**src/rtl/mem_port_arbiter_pkg.sv**
```systemverilog
// Shared definitions for the memory port arbiter: RISC-V load/store funct3
// codes, FSM state encoding and requester identifiers.
package mem_port_arbiter_pkg;

    // Load funct3 codes
    localparam logic [2:0] F3_LB  = 3'b000;
    localparam logic [2:0] F3_LH  = 3'b001;
    localparam logic [2:0] F3_LW  = 3'b010;
    localparam logic [2:0] F3_LBU = 3'b100;
    localparam logic [2:0] F3_LHU = 3'b101;

    // Store funct3 codes (share encodings with the signed loads)
    localparam logic [2:0] F3_SB  = 3'b000;
    localparam logic [2:0] F3_SH  = 3'b001;
    localparam logic [2:0] F3_SW  = 3'b010;

    // Transaction FSM states
    typedef logic [1:0] state_t;
    localparam state_t ST_IDLE  = 2'd0;
    localparam state_t ST_ISSUE = 2'd1;
    localparam state_t ST_WAIT  = 2'd2;
    localparam state_t ST_RESP  = 2'd3;

    // Requester identifiers
    localparam logic REQ_IF = 1'b0;
    localparam logic REQ_LS = 1'b1;

endpackage

```
**src/rtl/mem_port_arbiter_lsu_lane_align.sv**
```systemverilog
// Combinational lane formatter for load/store sub-word accesses: byte
// enables, store-data replication, load-data alignment/extension and
// detection of misaligned or illegal accesses.
module lsu_lane_align
    import mem_port_arbiter_pkg::*;
#(
    parameter int XLEN = 32
) (
    input  logic [2:0]      funct3,
    input  logic            we,
    input  logic [1:0]      off,
    input  logic [XLEN-1:0] wdata,
    input  logic [XLEN-1:0] mem_rdata,
    output logic [3:0]      be,
    output logic [XLEN-1:0] wdata_rep,
    output logic [XLEN-1:0] rdata_ext,
    output logic            err
);

    logic [XLEN-1:0]        shifted;
    logic signed [7:0]      byte_s;
    logic signed [15:0]     half_s;

    // Decode size, build lane enables/replicated data and extend load data
    always_comb begin
        be        = 4'b0000;
        wdata_rep = wdata;
        rdata_ext = '0;
        err       = 1'b0;
        shifted   = mem_rdata >> {off, 3'b000};
        byte_s    = shifted[7:0];
        half_s    = shifted[15:0];
        case (funct3)
            F3_LB: begin
                be        = 4'b0001 << off;
                wdata_rep = {4{wdata[7:0]}};
                rdata_ext = XLEN'(byte_s);
            end
            F3_LH: begin
                be        = 4'b0011 << off;
                wdata_rep = {2{wdata[15:0]}};
                rdata_ext = XLEN'(half_s);
                err       = off[0];
            end
            F3_LW: begin
                be        = 4'b1111;
                rdata_ext = mem_rdata;
                err       = (off != 2'b00);
            end
            F3_LBU: begin
                be        = 4'b0001 << off;
                rdata_ext = XLEN'($unsigned(byte_s));
                err       = we;
            end
            F3_LHU: begin
                be        = 4'b0011 << off;
                rdata_ext = XLEN'($unsigned(half_s));
                err       = we | off[0];
            end
            default: begin
                err       = 1'b1;
            end
        endcase
    end

endmodule

```
**src/rtl/mem_port_arbiter.sv**
```systemverilog
// Arbitrates the single synchronous memory port between instruction fetch
// and load/store, one transaction at a time: IDLE -> ISSUE -> WAIT -> RESP,
// with arbitration in RESP so back-to-back accesses take three cycles each.
module mem_port_arbiter
    import mem_port_arbiter_pkg::*;
#(
    parameter int XLEN     = 32,
    parameter bit LS_FIRST = 1'b1
) (
    input  logic            clk,
    input  logic            rst_n,
    input  logic            if_req,
    input  logic [XLEN-1:0] if_addr,
    output logic            if_gnt,
    output logic            if_rvalid,
    output logic [XLEN-1:0] if_rdata,
    input  logic            ls_req,
    input  logic            ls_we,
    input  logic [2:0]      ls_funct3,
    input  logic [XLEN-1:0] ls_addr,
    input  logic [XLEN-1:0] ls_wdata,
    output logic            ls_gnt,
    output logic            ls_rvalid,
    output logic [XLEN-1:0] ls_rdata,
    output logic            ls_err,
    output logic [XLEN-1:0] mem_addr,
    output logic [XLEN-1:0] mem_wdata,
    output logic [3:0]      mem_be,
    output logic            mem_we,
    output logic            mem_re,
    input  logic [XLEN-1:0] mem_rdata
);

    state_t          state_q;
    state_t          state_d;
    logic            last_grant_q;
    logic            owner_q;
    logic            take;
    logic            winner;
    logic            arb_en;

    // Captured request fields (stage 0: valid ISSUE through RESP)
    logic [XLEN-1:0] addr_p0;
    logic [2:0]      funct3_p0;
    logic            we_p0;
    logic [XLEN-1:0] wdata_p0;

    // Formatted response (stage 1: valid in RESP)
    logic [XLEN-1:0] rdata_p1;
    logic            err_p1;

    logic [3:0]      al_be;
    logic [XLEN-1:0] al_wdata;
    logic [XLEN-1:0] al_rdata;
    logic            al_err;

    logic            issue;
    logic            resp;
    logic            is_ls;

    assign arb_en = (state_q == ST_IDLE) || (state_q == ST_RESP);
    assign issue  = (state_q == ST_ISSUE);
    assign resp   = (state_q == ST_RESP);
    assign is_ls  = (owner_q == REQ_LS);

    // Pick a winner; on contention the requester not granted last time wins
    always_comb begin
        take   = 1'b0;
        winner = last_grant_q;
        if (arb_en) begin
            if (if_req && ls_req) begin
                take   = 1'b1;
                winner = (last_grant_q == REQ_LS) ? REQ_IF : REQ_LS;
            end else if (ls_req) begin
                take   = 1'b1;
                winner = REQ_LS;
            end else if (if_req) begin
                take   = 1'b1;
                winner = REQ_IF;
            end
        end
    end

    // Next-state logic for the transaction FSM
    always_comb begin
        state_d = ST_IDLE;
        case (state_q)
            ST_IDLE:  state_d = take ? ST_ISSUE : ST_IDLE;
            ST_ISSUE: state_d = ST_WAIT;
            ST_WAIT:  state_d = ST_RESP;
            ST_RESP:  state_d = take ? ST_ISSUE : ST_IDLE;
            default:  state_d = ST_IDLE;
        endcase
    end

    // Control state: FSM, fairness pointer and current owner
    always_ff @(posedge clk or negedge rst_n) begin
        if (!rst_n) begin
            state_q      <= ST_IDLE;
            last_grant_q <= LS_FIRST ? REQ_IF : REQ_LS;
            owner_q      <= REQ_IF;
        end else begin
            state_q <= state_d;
            if (take) begin
                last_grant_q <= winner;
                owner_q      <= winner;
            end
        end
    end

    // Stage 0: capture the winning requester's fields at arbitration
    always_ff @(posedge clk) begin
        if (take) begin
            if (winner == REQ_LS) begin
                addr_p0   <= ls_addr;
                funct3_p0 <= ls_funct3;
                we_p0     <= ls_we;
            end else begin
                addr_p0   <= if_addr;
                funct3_p0 <= F3_LW;
                we_p0     <= 1'b0;
            end
            wdata_p0 <= ls_wdata;
        end
    end

    lsu_lane_align #(
        .XLEN      (XLEN)
    ) u_align (
        .funct3    (funct3_p0),
        .we        (we_p0),
        .off       (addr_p0[1:0]),
        .wdata     (wdata_p0),
        .mem_rdata (mem_rdata),
        .be        (al_be),
        .wdata_rep (al_wdata),
        .rdata_ext (al_rdata),
        .err       (al_err)
    );

    // Stage 1: register formatted read data at the end of WAIT
    always_ff @(posedge clk) begin
        if (state_q == ST_WAIT) begin
            if (!is_ls)
                rdata_p1 <= mem_rdata;
            else if (we_p0 || al_err)
                rdata_p1 <= '0;
            else
                rdata_p1 <= al_rdata;
            err_p1 <= is_ls && al_err;
        end
    end

    // Memory port and requester handshakes, all qualified by FSM state so
    // they are zero outside their cycle and drop at once on reset
    always_comb begin
        mem_addr  = '0;
        mem_wdata = '0;
        mem_be    = 4'b0000;
        mem_re    = 1'b0;
        mem_we    = 1'b0;
        if (issue) begin
            mem_addr = {addr_p0[XLEN-1:2], 2'b00};
            if (!is_ls) begin
                mem_be = 4'b1111;
                mem_re = 1'b1;
            end else if (!al_err) begin
                mem_be    = al_be;
                mem_wdata = al_wdata;
                mem_re    = !we_p0;
                mem_we    = we_p0;
            end
        end
    end

    assign if_gnt    = issue && !is_ls;
    assign ls_gnt    = issue && is_ls;
    assign if_rvalid = resp && !is_ls;
    assign ls_rvalid = resp && is_ls;
    assign if_rdata  = if_rvalid ? rdata_p1 : '0;
    assign ls_rdata  = ls_rvalid ? rdata_p1 : '0;
    assign ls_err    = ls_rvalid && err_p1;

endmodule

```
**config.mk**
```make
export PLATFORM = sky130hd
export DESIGN_NAME = mem_port_arbiter
export DESIGN_NICKNAME = d
export VERILOG_FILES = /design/src/rtl/mem_port_arbiter_pkg.sv /design/src/rtl/mem_port_arbiter_lsu_lane_align.sv /design/src/rtl/mem_port_arbiter.sv
export SDC_FILE = /design/constraint.sdc
export NUM_CORES = 1
export LEC_CHECK = 0
export CAP_MARGIN = 15
export CORE_MARGIN = 2
export CORE_UTILIZATION = 37
export CTS_CLUSTER_DIAMETER = 40
export DETAILED_ROUTE_END_ITERATION = 8
export GPL_TIMING_DRIVEN = 0
export PLACE_DENSITY = 0.83
export SLEW_MARGIN = 15
export SYNTH_ARGS = -nofsm -noshare
export SYNTH_HDL_FRONTEND = slang
export SYNTH_SLANG_ARGS = --single-unit
```
**constraint.sdc**
```tcl
create_clock -name clk -period 4.3 [get_ports clk]
set_input_delay 0.43 -clock clk [delete_from_list [all_inputs] [get_ports clk]]
set_output_delay 0.43 -clock clk [all_outputs]
set_load 0.01 [all_outputs]
```
-- Word-level counts from Yosys, hierarchy flattened
Cells that the tools add are included.
- register bits: 104
- input bits: 136
- output and inout bits: 139
- logic and storage cells: 69
- equality and inequality tests: 7
- shifts and indexed selects: 3
- muxes and demuxes: 33
- bitwise gates (word level): 1
- reductions and logical operators: 17
- operators by type and width (kind ; count):
    2-to-1 mux 32 bit ; 9
    one-hot mux 32 bit (5 select lines) ; 1
    one-hot mux 32 bit (2 select lines) ; 1
    >> shifter 32 x 5 -> 16 bit ; 1
    2-to-1 mux 1 bit ; 16
    2-to-1 mux 4 bit ; 3
    one-hot mux 4 bit (3 select lines) ; 1
    logical AND 1 bit ; 7
    equality test 3 bit, second input constant ; 2
    one-hot mux 2 bit (3 select lines) ; 1
    OR reduction 2 bit ; 3
    one-hot mux 1 bit (5 select lines) ; 1
    equality test 2 bit, second input constant ; 2
    left shift 1 x 2 -> 4 bit, first input constant ; 1
    left shift 2 x 2 -> 4 bit, first input constant ; 1
    equality test 3 x 1 -> 1 bit, second input constant ; 1
    equality test 3 x 2 -> 1 bit, second input constant ; 1
    zero test 3 bit ; 1
    equality test 2 x 1 -> 1 bit, second input constant ; 1
    zero test 1 bit ; 2
    zero test 2 bit ; 1
    logical OR 1 bit ; 2
    nonzero test 2 bit ; 1
    bitwise OR 1 bit ; 1

-- Logic depth before layout (Yosys ltp)
Gate-level depths: netlist (run 1).
- depth after elaboration: 6
- mapped depth: 7
- depth with buffers taken out: 6

-- Cells and area by module
A second synthesis (run 1) with hierarchy kept.
- cells, all modules: 759
- area total of the unflattened synthesis: 7393.3 µm²
- by module, submodules not included (module ; instances ; cells each ; area an instance (µm²) ; seq. area each (µm²)):
    mem_port_arbiter ; 1 ; 584 ; 6123.4 ; 3108.0
    lsu_lane_align ; 1 ; 175 ; 1270.0 ; 0.0

-- Worst setup path before layout (run 1)
Ideal clock, no wire load.
- kind: register to register
- start point: register state_q[0]
- end point: register addr_p0[0], enable pin
- setup time: 0.498 ns
- arrival time: 3.615 ns
- required time: 3.802 ns
- slack: 0.187 ns
- cell stages (with the launch flop): 5
- cell sequence: dfrtp_1 inv_1 ha_1 inv_1 nor2_1
- cells in the longest elaborated chain, start to end: 3
- elaborated cells between the ends (all ways): 4
- RTL lines (element ; RTL line ; RTL):
    start, declared ; mem_port_arbiter.sv:34 ; state_t state_q;
    start signal, assigned ; mem_port_arbiter.sv:103 ; state_q <= state_d;
    equality test 2 bit / zero test 2 bit (equally long branches) ; mem_port_arbiter.sv:61 ; assign arb_en = (state_q == ST_IDLE) || (state_q == ST_RESP);
    logical OR 1 bit * ; mem_port_arbiter.sv:61 ;
    2-to-1 mux 1 bit * ; mem_port_arbiter.sv:70 ; if (arb_en) begin
    via take ; mem_port_arbiter.sv:38 ; logic take;
    end signal, assigned ; mem_port_arbiter.sv:115 ; addr_p0 <= ls_addr;
    end signal, assigned ; mem_port_arbiter.sv:119 ; addr_p0 <= if_addr;
    end, declared ; mem_port_arbiter.sv:43 ; logic [XLEN-1:0] addr_p0;
The timed path passes the listed nets; every way through them passes the cells marked *.
A chain may end at the register's enable or synchronous reset.

-- Worst setup path in the final report (run 1)
- start point: register addr_p0[1]
- end point: output mem_wdata[30]
- cells in the longest elaborated chain, start to end: 5
- RTL lines (element ; RTL line ; RTL):
    nonzero test 2 bit ; mem_port_arbiter_lsu_lane_align.sv:48 ; err = (off != 2'b00);
    one-hot mux 1 bit (5 select lines) ; mem_port_arbiter_lsu_lane_align.sv:33 ; case (funct3)
    2-to-1 mux 32 bit ; mem_port_arbiter.sv:167 ; end else if (!al_err) begin
    2-to-1 mux 32 bit ; mem_port_arbiter.sv:164 ; if (!is_ls) begin
    2-to-1 mux 32 bit ; mem_port_arbiter.sv:162 ; if (issue) begin
    end, declared ; mem_port_arbiter.sv:27 ; output logic [XLEN-1:0] mem_wdata,
No other way between the ends.

==> results of run 1 <==
## layer usage
metal / global-route usage / vias up / share of wire
met5: 0 / - / 0
met4: 0.0834 / 0 / 0.023
met3: 0.0630 / 31 / 0.098
met2: 0.388 / 268 / 0.51
met1: 0.237 / 2323 / 0.37
li1: - / 2397 / -
## state kept, by name (all words and copies together), names as in the netlist
| register | count |
|---|---|
| wdata_p0 | 32 |
| addr_p0 | 32 |
| rdata_p1 | 32 |
| err_p1 | 1 |
| we_p0 | 1 |
| funct3_p0 | 3 |
| state_q | 2 |
| is_ls | 1 |
## layout by cell type, fill, tap and decap left out, drive strengths merged
| master | netlist | layout |
|---|---|---|
| a31o | 1 | 1 |
| mux2i | 12 | 12 |
| nand2b | 2 | 2 |
| and2 | 77 | 77 |
| nand2 | 69 | 69 |
| mux4 | 2 | 2 |
| a21oi | 34 | 34 |
| or3 | 5 | 5 |
| nor2 | 19 | 19 |
| nor2b | 10 | 10 |
| or3b | 1 | 1 |
| a21bo | 1 | 1 |
| edfxtp | 101 | 101 |
| nor3 | 1 | 1 |
| ha | 3 | 3 |
| buf | 12 | 15 |
| dfrtp | 3 | 3 |
| clkbuf | 30 | 39 |
| o21ai | 8 | 8 |
| a22oi | 7 | 7 |
| nor4 | 1 | 1 |
| o2bb2ai | 14 | 14 |
| nand3b | 1 | 1 |
| inv | 4 | 8 |
| clkinv | 0 | 1 |
| a211oi | 8 | 8 |
| or2 | 2 | 2 |
| clkdlybuf4s50 | 0 | 272 |
| a22o | 6 | 6 |
| and3 | 33 | 33 |
| conb | 1 | 2 |
| a32o | 1 | 1 |
| clkinvlp | 0 | 2 |
| mux2 | 39 | 39 |
## cell type report
| class | instances | area (sq um) |
|---|---|---|
| plain buffers | 42 | 200 |
| clock buffers | 9 | 225 |
| clock inverters | 7 | 63.8 |
| fillers | 1269 | 6090 |
| inverters | 4 | 15.0 |
| multi-input cells | 359 | 2380 |
| flip-flops and latches | 104 | 3110 |
| well taps | 188 | 235 |
| repair buffers | 275 | 2770 |
## path summary, 6_finish.rpt
path                        startpoint             to  slack [ps]
setup / recovery            addr_p0[1]  mem_wdata[30]         600
hold / removal                   rst_n     state_q[1]         250
setup reg to reg                 is_ls    addr_p0[21]        1820
hold reg to reg             state_q[1]     state_q[1]         690
max in group asynchronous        rst_n     state_q[0]        3900
min in group clk           ls_wdata[5]    wdata_p0[5]         630
## power breakdown
part / switching [W] / internal (W) / leakage [nW]
Sequential: 0.000197 / 0.00184 / 1.01
Combinational: 0.00159 / 0.00140 / 2.22
Clock: 0.000407 / 0.000407 / 0.136
## logic make-up (layout without fill, tap and decap cells)
| logic type | after synthesis | after routing | synth area share |
|---|---|---|---|
| mux | 53 | 53 | 0.106 |
| buf+inv | 46 | 337 | 0.0378 |
| compound gates | 80 | 80 | 0.0932 |
| fa+ha+maj | 3 | 3 | 0.00660 |
| other cells | 1 | 2 | 0.000659 |
| flops | 104 | 104 | 0.546 |
| simple gates | 221 | 221 | 0.209 |
## worst register-to-register path, stage by stage, from the launching register on
cell      delay [ps]
dfrtp_1          340
clkbuf_1         490
a31o_2           250
clkbuf_1         410
buf_2            350
mux2_2           380
## through the flow
step / setup WS [ps] / total power [W] / instances / setup TNS [ps]
floorplan: 187 / 0.00374 / 509 / 0
global placement: -1380 / 0.00478 / 969 / -94510
detailed placement: 995 / 0.00505 / 971 / 0
CTS: 600 / 0.00588 / 987 / 0
global route: 441 / 0.00620 / 988 / 0
finish: 604 / 0.00583 / 988 / 0
==> run_results.csv, run 1 <==
group,metric,value,unit
setup_path,cp.buffers_inverters,4,
setup_path,crit_arrival,3270,ps
placed_design,io_buffers,272,
synthesis,synth_top_cell_area_share,0.533,
clock_tree,root_buffer,"clkbuf_16",
clock_tree,cts.sinks,104,
synthesis,synth_most_common_cell,"edfxtp_1",
detailed_routing,wl_per_cell,17.9,um
sta,rsz0062_at_grt,"false",
detailed_routing,drt.antenna.violating_nets,0,
synthesis,synth-seq-cells,104,
setup_path,max_stage_delay,620,ps
detailed_routing,first_pass_iters,4,
sta,period_minus_slack,3700,ps
outcome,status,"finished clean",
sta,whs,253,ps
synthesis,netlist_area,5690,sq um
detailed_routing,drtIter0Drc,303,
synthesis,async_reset_ff_frac,0.0288,
clock_tree,clock_latency,360,ps
synthesis,synthTopCellsByCount,"edfxtp_1 (101), and2_1 (77), nand2_1 (59)",
setup_path,worstPathCellList,"clkbuf_1 > nor4_1 > a21oi_1 > nand2b_1 > clkbuf_1 > clkbuf_1 > a211oi_1 > clkdlybuf4s50_1",
sta,slew_viol_final,0,
synthesis,synth_warnings,0,
global_route,grt_overflow,0,
global_route,grt_use_total,0.215,
clock_tree,clk_pin_slew,70,ps
pwr,peakVddDrop,0.000391,V
die,core,15100,sq um
synthesis,synthFlopType,"edfxtp_1",
layout,antennaDiodeCount,0,
sta,hold_viol,0,
global_route,grt_first_pass_wirelength,26700,um
setup_path,crit_slowest_cell,"clkdlybuf4s50_1",
detailed_routing,viasPerCell,5.08,
die,io_pins,275,
setup_path,crit_type,"reg2out",
global_route,grt_pass1_vias,5058,
layout,areaGrowthSynthToFinish,58.1,%
pwr,p_leak,3.36,nW
sta,fin_crit_sh,0.860,
placed_design,placed_area,8700,sq um
layout,final_layout_size_suffix_gt1_frac,0.108,
setup_path,cp_num_cells,8,
setup_path,critPathLaunchType,"flop",
die,die_h,128,um
layout,design_area,8990,sq um
setup_path,cp_max_fo,10,
setup_path,critical-path-top-delay-family,"buffers and inverters",
layout,finish.utilization,0.596,
sta,setup_viol_count_final,0,
clock_tree,cts_resized,0,
detailed_routing,dr_total_vias,5019,
global_route,grt_start_max_net_pins,35,
setup_path,crit_top_cell,"clkbuf_1",
setup_path,reg2reg_depth,5,
placed_design,place_congestion,0.917,
clock_tree,cts_buffer_depth,2,
die,die_area,16400,sq um
synthesis,synth.area.top_cells,"edfxtp_1 (53%), and2_1 (8.5%), mux2_2 (7.7%)",
sta,max_clock_freq,271,MHz
sta,tightest_slew,807,ps
die,start_util,0.377,
die,rows,45,
synthesis,synth_top_cell_by_area,"edfxtp_1",
synthesis,synth_cell_types,38,
worst_hold_path,hold_class,"in2async",
detailed_routing,wirelength,17700,um
synthesis,avgSynthCellArea,11.2,sq um
clock_tree,cts-buffers-inserted,9,
pwr,power.density,648,nW/um^2
layout,num-nets-final,934,
clock_tree,cts_hold_buf,0,
synthesis,syn_inst,508,
synthesis,ys_seq_area_frac,0.546,
sta,max_slew_margin,0.462,
placed_design,dp_hpwl,13800,um
die,die_width,128,um
clock_tree,postCtsSetupRepairBufs,0,
synthesis,synth_edf_count,101,
global_route,antenna_found_initial,1,
clock_tree,htreeDepth,3,
flow_run,drv_cap,0,
setup_path,worstPathRequired,3870,ps
sta,clock_skew,9.53,ps
clock_tree,cts_tree,"done",
setup_path,worstSetupEndpointType,"output pin",
detailed_routing,remaining_drc_errors,0,
Power figures use the tool's default switching activity.
==> inputs of run 2 (changes only) <==
CORE_MARGIN = 3   (was 2)
==> run_results.csv, run 2 (synthesized netlist as in run 1, its figures left out) <==
group,metric,value,unit
outcome,status,"finished clean",
die,start_util,0.384,
setup_path,reg2reg_depth,5,
clock_tree,cts_hold_buf,0,
setup_path,worstPathCellList,"clkbuf_1 > nor4_1 > a21oi_1 > nand2b_1 > clkbuf_1 > clkbuf_1 > a211oi_1 > clkdlybuf4s50_1",
setup_path,critical-path-top-delay-family,"buffers and inverters",
layout,areaGrowthSynthToFinish,59.1,%
layout,reg_top3,"addr_p0 x32, rdata_p1 x32, wdata_p0 x32",
global_route,grt_use_total,0.212,
setup_path,cp_max_fo,10,
detailed_routing,drt.antenna.violating_nets,0,
die,io_pins,275,
sta,max_clock_freq,280,MHz
layout,layout_commonest_cell,"clkdlybuf4s50_1",
detailed_routing,remaining_drc_errors,0,
placed_design,io_buffers,272,
setup_path,worstSetupEndpointType,"output pin",
clock_tree,htreeDepth,3,
clock_tree,cts_buffer_depth,2,
pwr,power,0.00596,W
die,die_h,130,um
detailed_routing,wirelength,18200,um
layout,stdcell_count,984,
clock_tree,cts-buffers-inserted,9,
placed_design,dp_hpwl,14400,um
sta,clock_skew,9.85,ps
sta,tightest_slew,1140,ps
clock_tree,cts_resized,0,
global_route,grt_overflow,0,
setup_path,crit_type,"reg2out",
pwr,p_leak,3.39,nW
setup_path,r2r-end,"addr_p0[13]",
global_route,grt_first_pass_wirelength,27000,um
layout,antennaDiodeCount,0,
layout,design_area,9050,sq um
die,die_area,16900,sq um
global_route,antenna_found_initial,1,
flow_run,drv_cap,0,
global_route,grt_pass1_vias,4971,
detailed_routing,dr_total_vias,5011,
setup_path,r2r_start,"is_ls",
clock_tree,clk_pin_slew,70,ps
layout,num-nets-final,934,
setup_path,crit_arrival,3140,ps
layout,final_layout_size_suffix_gt1_frac,0.106,
detailed_routing,viasPerCell,5.09,
worst_hold_path,hold_class,"in2async",
clock_tree,postCtsSetupRepairBufs,0,
sta,slew_viol_final,0,
die,core,14800,sq um
setup_path,worstPathRequired,3870,ps
layout,layout_common_cells,"clkdlybuf4s50_1 (272), edfxtp_1 (101), and2_1 (77)",
sta,max_slew_margin,0.237,
detailed_routing,wl_per_cell,18.5,um
setup_path,cp.buffers_inverters,4,
placed_design,place_congestion,0.928,
setup_path,crit_top_cell,"clkbuf_1",
setup_path,critPathLaunchType,"flop",
sta,fin_crit_sh,0.830,
clock_tree,clock_latency,350,ps
setup_path,r2r_slack,1780,ps
layout,nFillCells,1203,
setup_path,crit_slowest_cell,"clkdlybuf4s50_1",
sta,tns,0,ps
clock_tree,cts_tree,"done",
detailed_routing,drtIter0Drc,233,
sta,rsz0062_at_grt,"false",
placed_design,placed_area,8740,sq um
sta,hold_viol,0,
sta,setup_viol_count_final,0,
setup_path,crit_start,"addr_p0[1]",
die,rows,44,
die,die_width,130,um
pwr,peakVddDrop,0.000341,V
setup_path,max_stage_delay,600,ps
detailed_routing,first_pass_iters,4,
clock_tree,root_buffer,"clkbuf_16",
pwr,power.density,659,nW/um^2
sta,period_minus_slack,3570,ps
global_route,grt_start_max_net_pins,35,
clock_tree,cts.sinks,104,
placed_design,dp_cells,968,
run 2: power by group:
part           total, W  internal (W)  switching [W]  leakage (nW)
sequential      0.00203       0.00183       0.000196          1.01
combinational   0.00307       0.00146        0.00161          2.23
clock          0.000861      0.000463       0.000398         0.149
total           0.00596       0.00375        0.00221          3.39
run 2: through the flow:
| stage | setup WS [ps] | utilization | hold WS, ps |
|---|---|---|---|
| global placement | -1390 | 0.584 | 614 |
| floorplan | 187 | - | 134 |
| finish | 733 | 0.611 | 263 |
| detailed placement | 1110 | 0.590 | 636 |
| global route | 548 | 0.611 | 260 |
| CTS | 715 | 0.611 | 255 |
run 2: worst max-delay path by stage:
stage	end	slack, ps	depth (start not counted)
after floorplan	addr_p0[0]	190	4
after global placement	wdata_p0[6]	-1390	3
after detailed placement	mem_wdata[28]	1110	8
after CTS	mem_wdata[28]	720	8
after global routing	mem_wdata[28]	550	8
final	mem_wdata[28]	730	8
run 2: per-layer routing:
layer / wire length, um / part of all wire / GRT usage
met5: 13 / 0.00072 / 0
met4: 499 / 0.027 / 0.0807
met3: 1710 / 0.094 / 0.0663
met2: 9310 / 0.51 / 0.374
met1: 6630 / 0.36 / 0.241
run 2: area by class of cell:
class / instances / area [sq um] / area share
multi-input cells: 359 / 2380 / 0.263
repair buffers: 275 / 2810 / 0.310
plain buffers: 42 / 200 / 0.0221
inverters: 4 / 15.0 / 0.00166
clock buffers: 9 / 225 / 0.0249
clock inverters: 7 / 86.3 / 0.00954
well taps: 184 / 230 / 0.0254
flip-flops and latches: 104 / 3110 / 0.343
run 2: worst register-to-register path: cells and delay by family, from the launching register on:
family	cells	cell delay, ps
DFF	1	350
muxes	1	370
AOI/OAI and AO/OA	1	250
buffers and inverters	3	1300
==> inputs of run 3 (changes only) <==
CORE_UTILIZATION = 41   (was 37)
PLACE_DENSITY = 0.87   (was 0.83)
clock period = 3.5 ns   (was 4.3 ns; I/O delays follow)
==> run_results.csv, run 3 (synthesized netlist as in run 1, its figures left out) <==
group,metric,value,unit
clock_tree,clock_latency,350,ps
layout,layout_common_cells,"clkdlybuf4s50_1 (272), edfxtp_1 (101), and2_1 (77)",
global_route,grt_first_pass_wirelength,27700,um
detailed_routing,drtIter0Drc,307,
sta,max_clock_freq,300,MHz
sta,whs,187,ps
pwr,power.density,812,nW/um^2
setup_path,crit_type,"reg2out",
die,core,13400,sq um
clock_tree,cts-buffers-inserted,9,
sta,period_minus_slack,3340,ps
detailed_routing,wirelength,18900,um
clock_tree,htreeDepth,3,
global_route,grt_overflow,0,
sta,slew_viol_final,0,
detailed_routing,wl_per_cell,19.4,um
global_route,grt_start_max_net_pins,35,
layout,num-nets-final,933,
setup_path,r2r-end,"addr_p0[21]",
setup_path,r2r_slack,960,ps
setup_path,critPathLaunchType,"flop",
layout,reg_top3,"addr_p0 x32, rdata_p1 x32, wdata_p0 x32",
layout,areaGrowthSynthToFinish,58.6,%
clock_tree,root_buffer,"clkbuf_16",
sta,tns,0,ps
detailed_routing,route.met3.wl,1760,um
placed_design,dp_hpwl,14700,um
detailed_routing,top_layer,"met4",
clock_tree,clk_pin_slew,70,ps
layout,antennaDiodeCount,0,
die,die_area,15300,sq um
die,io_pins,275,
sta,max_slew_margin,0.228,
clock_tree,cts_buffer_depth,2,
detailed_routing,first_pass_iters,5,
clock_tree,postCtsSetupRepairBufs,0,
die,die_h,124,um
clock_tree,cts.sinks,104,
global_route,grt_pass1_vias,5237,
clock_tree,cts_tree,"done",
setup_path,cp_max_fo,10,
worst_hold_path,hold_class,"in2async",
layout,layout_commonest_cell,"clkdlybuf4s50_1",
sta,rsz0062_at_grt,"false",
layout,nFillCells,1006,
detailed_routing,viasPerCell,5.25,
flow_run,drv_cap,0,
placed_design,place_congestion,0.832,
setup_path,worstSetupEndpointType,"output pin",
detailed_routing,remaining_drc_errors,0,
pwr,p_leak,3.38,nW
global_route,grt_use_total,0.241,
setup_path,r2r_start,"is_ls",
pwr,peakVddDrop,0.000508,V
outcome,status,"finished clean",
sta,clock_skew,8.90,ps
die,die_width,124,um
global_route,antenna_found_initial,0,
setup_path,crit_arrival,2990,ps
sta,tightest_slew,1150,ps
layout,final_layout_size_suffix_gt1_frac,0.109,
detailed_routing,wl_met2,9630,um
detailed_routing,drt.antenna.violating_nets,0,
setup_path,worstPathRequired,3150,ps
sta,fin_crit_sh,0.953,
sta,setup_viol_count_final,0,
detailed_routing,dr_total_vias,5113,
die,rows,42,
setup_path,reg2reg_depth,5,
die,start_util,0.425,
detailed_routing,met1_length,6730,um
sta,hold_viol,0,
placed_design,io_buffers,272,
==> run 3: changes by cell type in the layout (fill, tap and decap cells not counted), sizes merged <==
cell,change
buf,-1
bufinv,+1
clkbuf,+1
clkinv,-1
inv,-2
==> run 3: cell type report <==
class | count | area (sq um) | area share
Sequential cell | 104 | 3110 | 0.344
Timing Repair Buffer | 274 | 2770 | 0.307
Multi-Input combinational cell | 359 | 2400 | 0.266
Clock buffer | 10 | 229 | 0.0254
Tap cell | 176 | 220 | 0.0244
Buffer | 42 | 203 | 0.0225
Clock inverter | 5 | 81.3 | 0.00901
Inverter | 4 | 15.0 | 0.00166
==> run 3: layer usage <==
metal	vias to the layer above	GRT usage
li1	2385	-
met5	-	0
met1	2433	0.265
met4	0	0.115
met2	251	0.428
met3	44	0.0677
==> run 3: critical path, stage by stage, from the launching register on <==
cell and delay (ps):
edfxtp_1 360, clkbuf_1 250, nor4_4 400, a21oi_1 160, nand2b_1 180, clkbuf_1 160, clkbuf_2 240, a21oi_1 290
clkdlybuf4s50_1 600
==> run 3: how the worst max path moves through the flow <==
stage	cells past startpoint	startpoint	end
2_1_floorplan	4	state_q[0]	addr_p0[0]
3_3_place_gp	3	ls_req	addr_p0[2]
3_5_place_dp	8	addr_p0[1]	mem_wdata[15]
4_1_cts	8	addr_p0[0]	mem_wdata[15]
5_1_grt	8	funct3_p0[2]	mem_wdata[15]
6_report	8	funct3_p0[0]	mem_wdata[15]
==> run 3: what timing repair did <==
item                       4_1_cts  5_1_grt
setup endpoints to repair        1       11
resized for setup                1        6
hold buffers                     0        0
==> run 3: per-stage QoR <==
stage               setup WS [ps]  cells  utilization  area [sq um]  total power, W
finish                        164    974        0.673          9020         0.00733
global route                 48.8    974        0.673          9020         0.00777
CTS                          53.6    974        0.672          9010         0.00735
detailed placement            371    959        0.649          8690         0.00625
global placement             -258    957        0.645          8640         0.00604
floorplan                     527    509            -          5700         0.00457
==> run 3: power breakdown <==
group | internal [W] | switching [W]
clock | 0.000625 | 0.000456
sequential | 0.00226 | 0.000246
combinational | 0.00174 | 0.00201
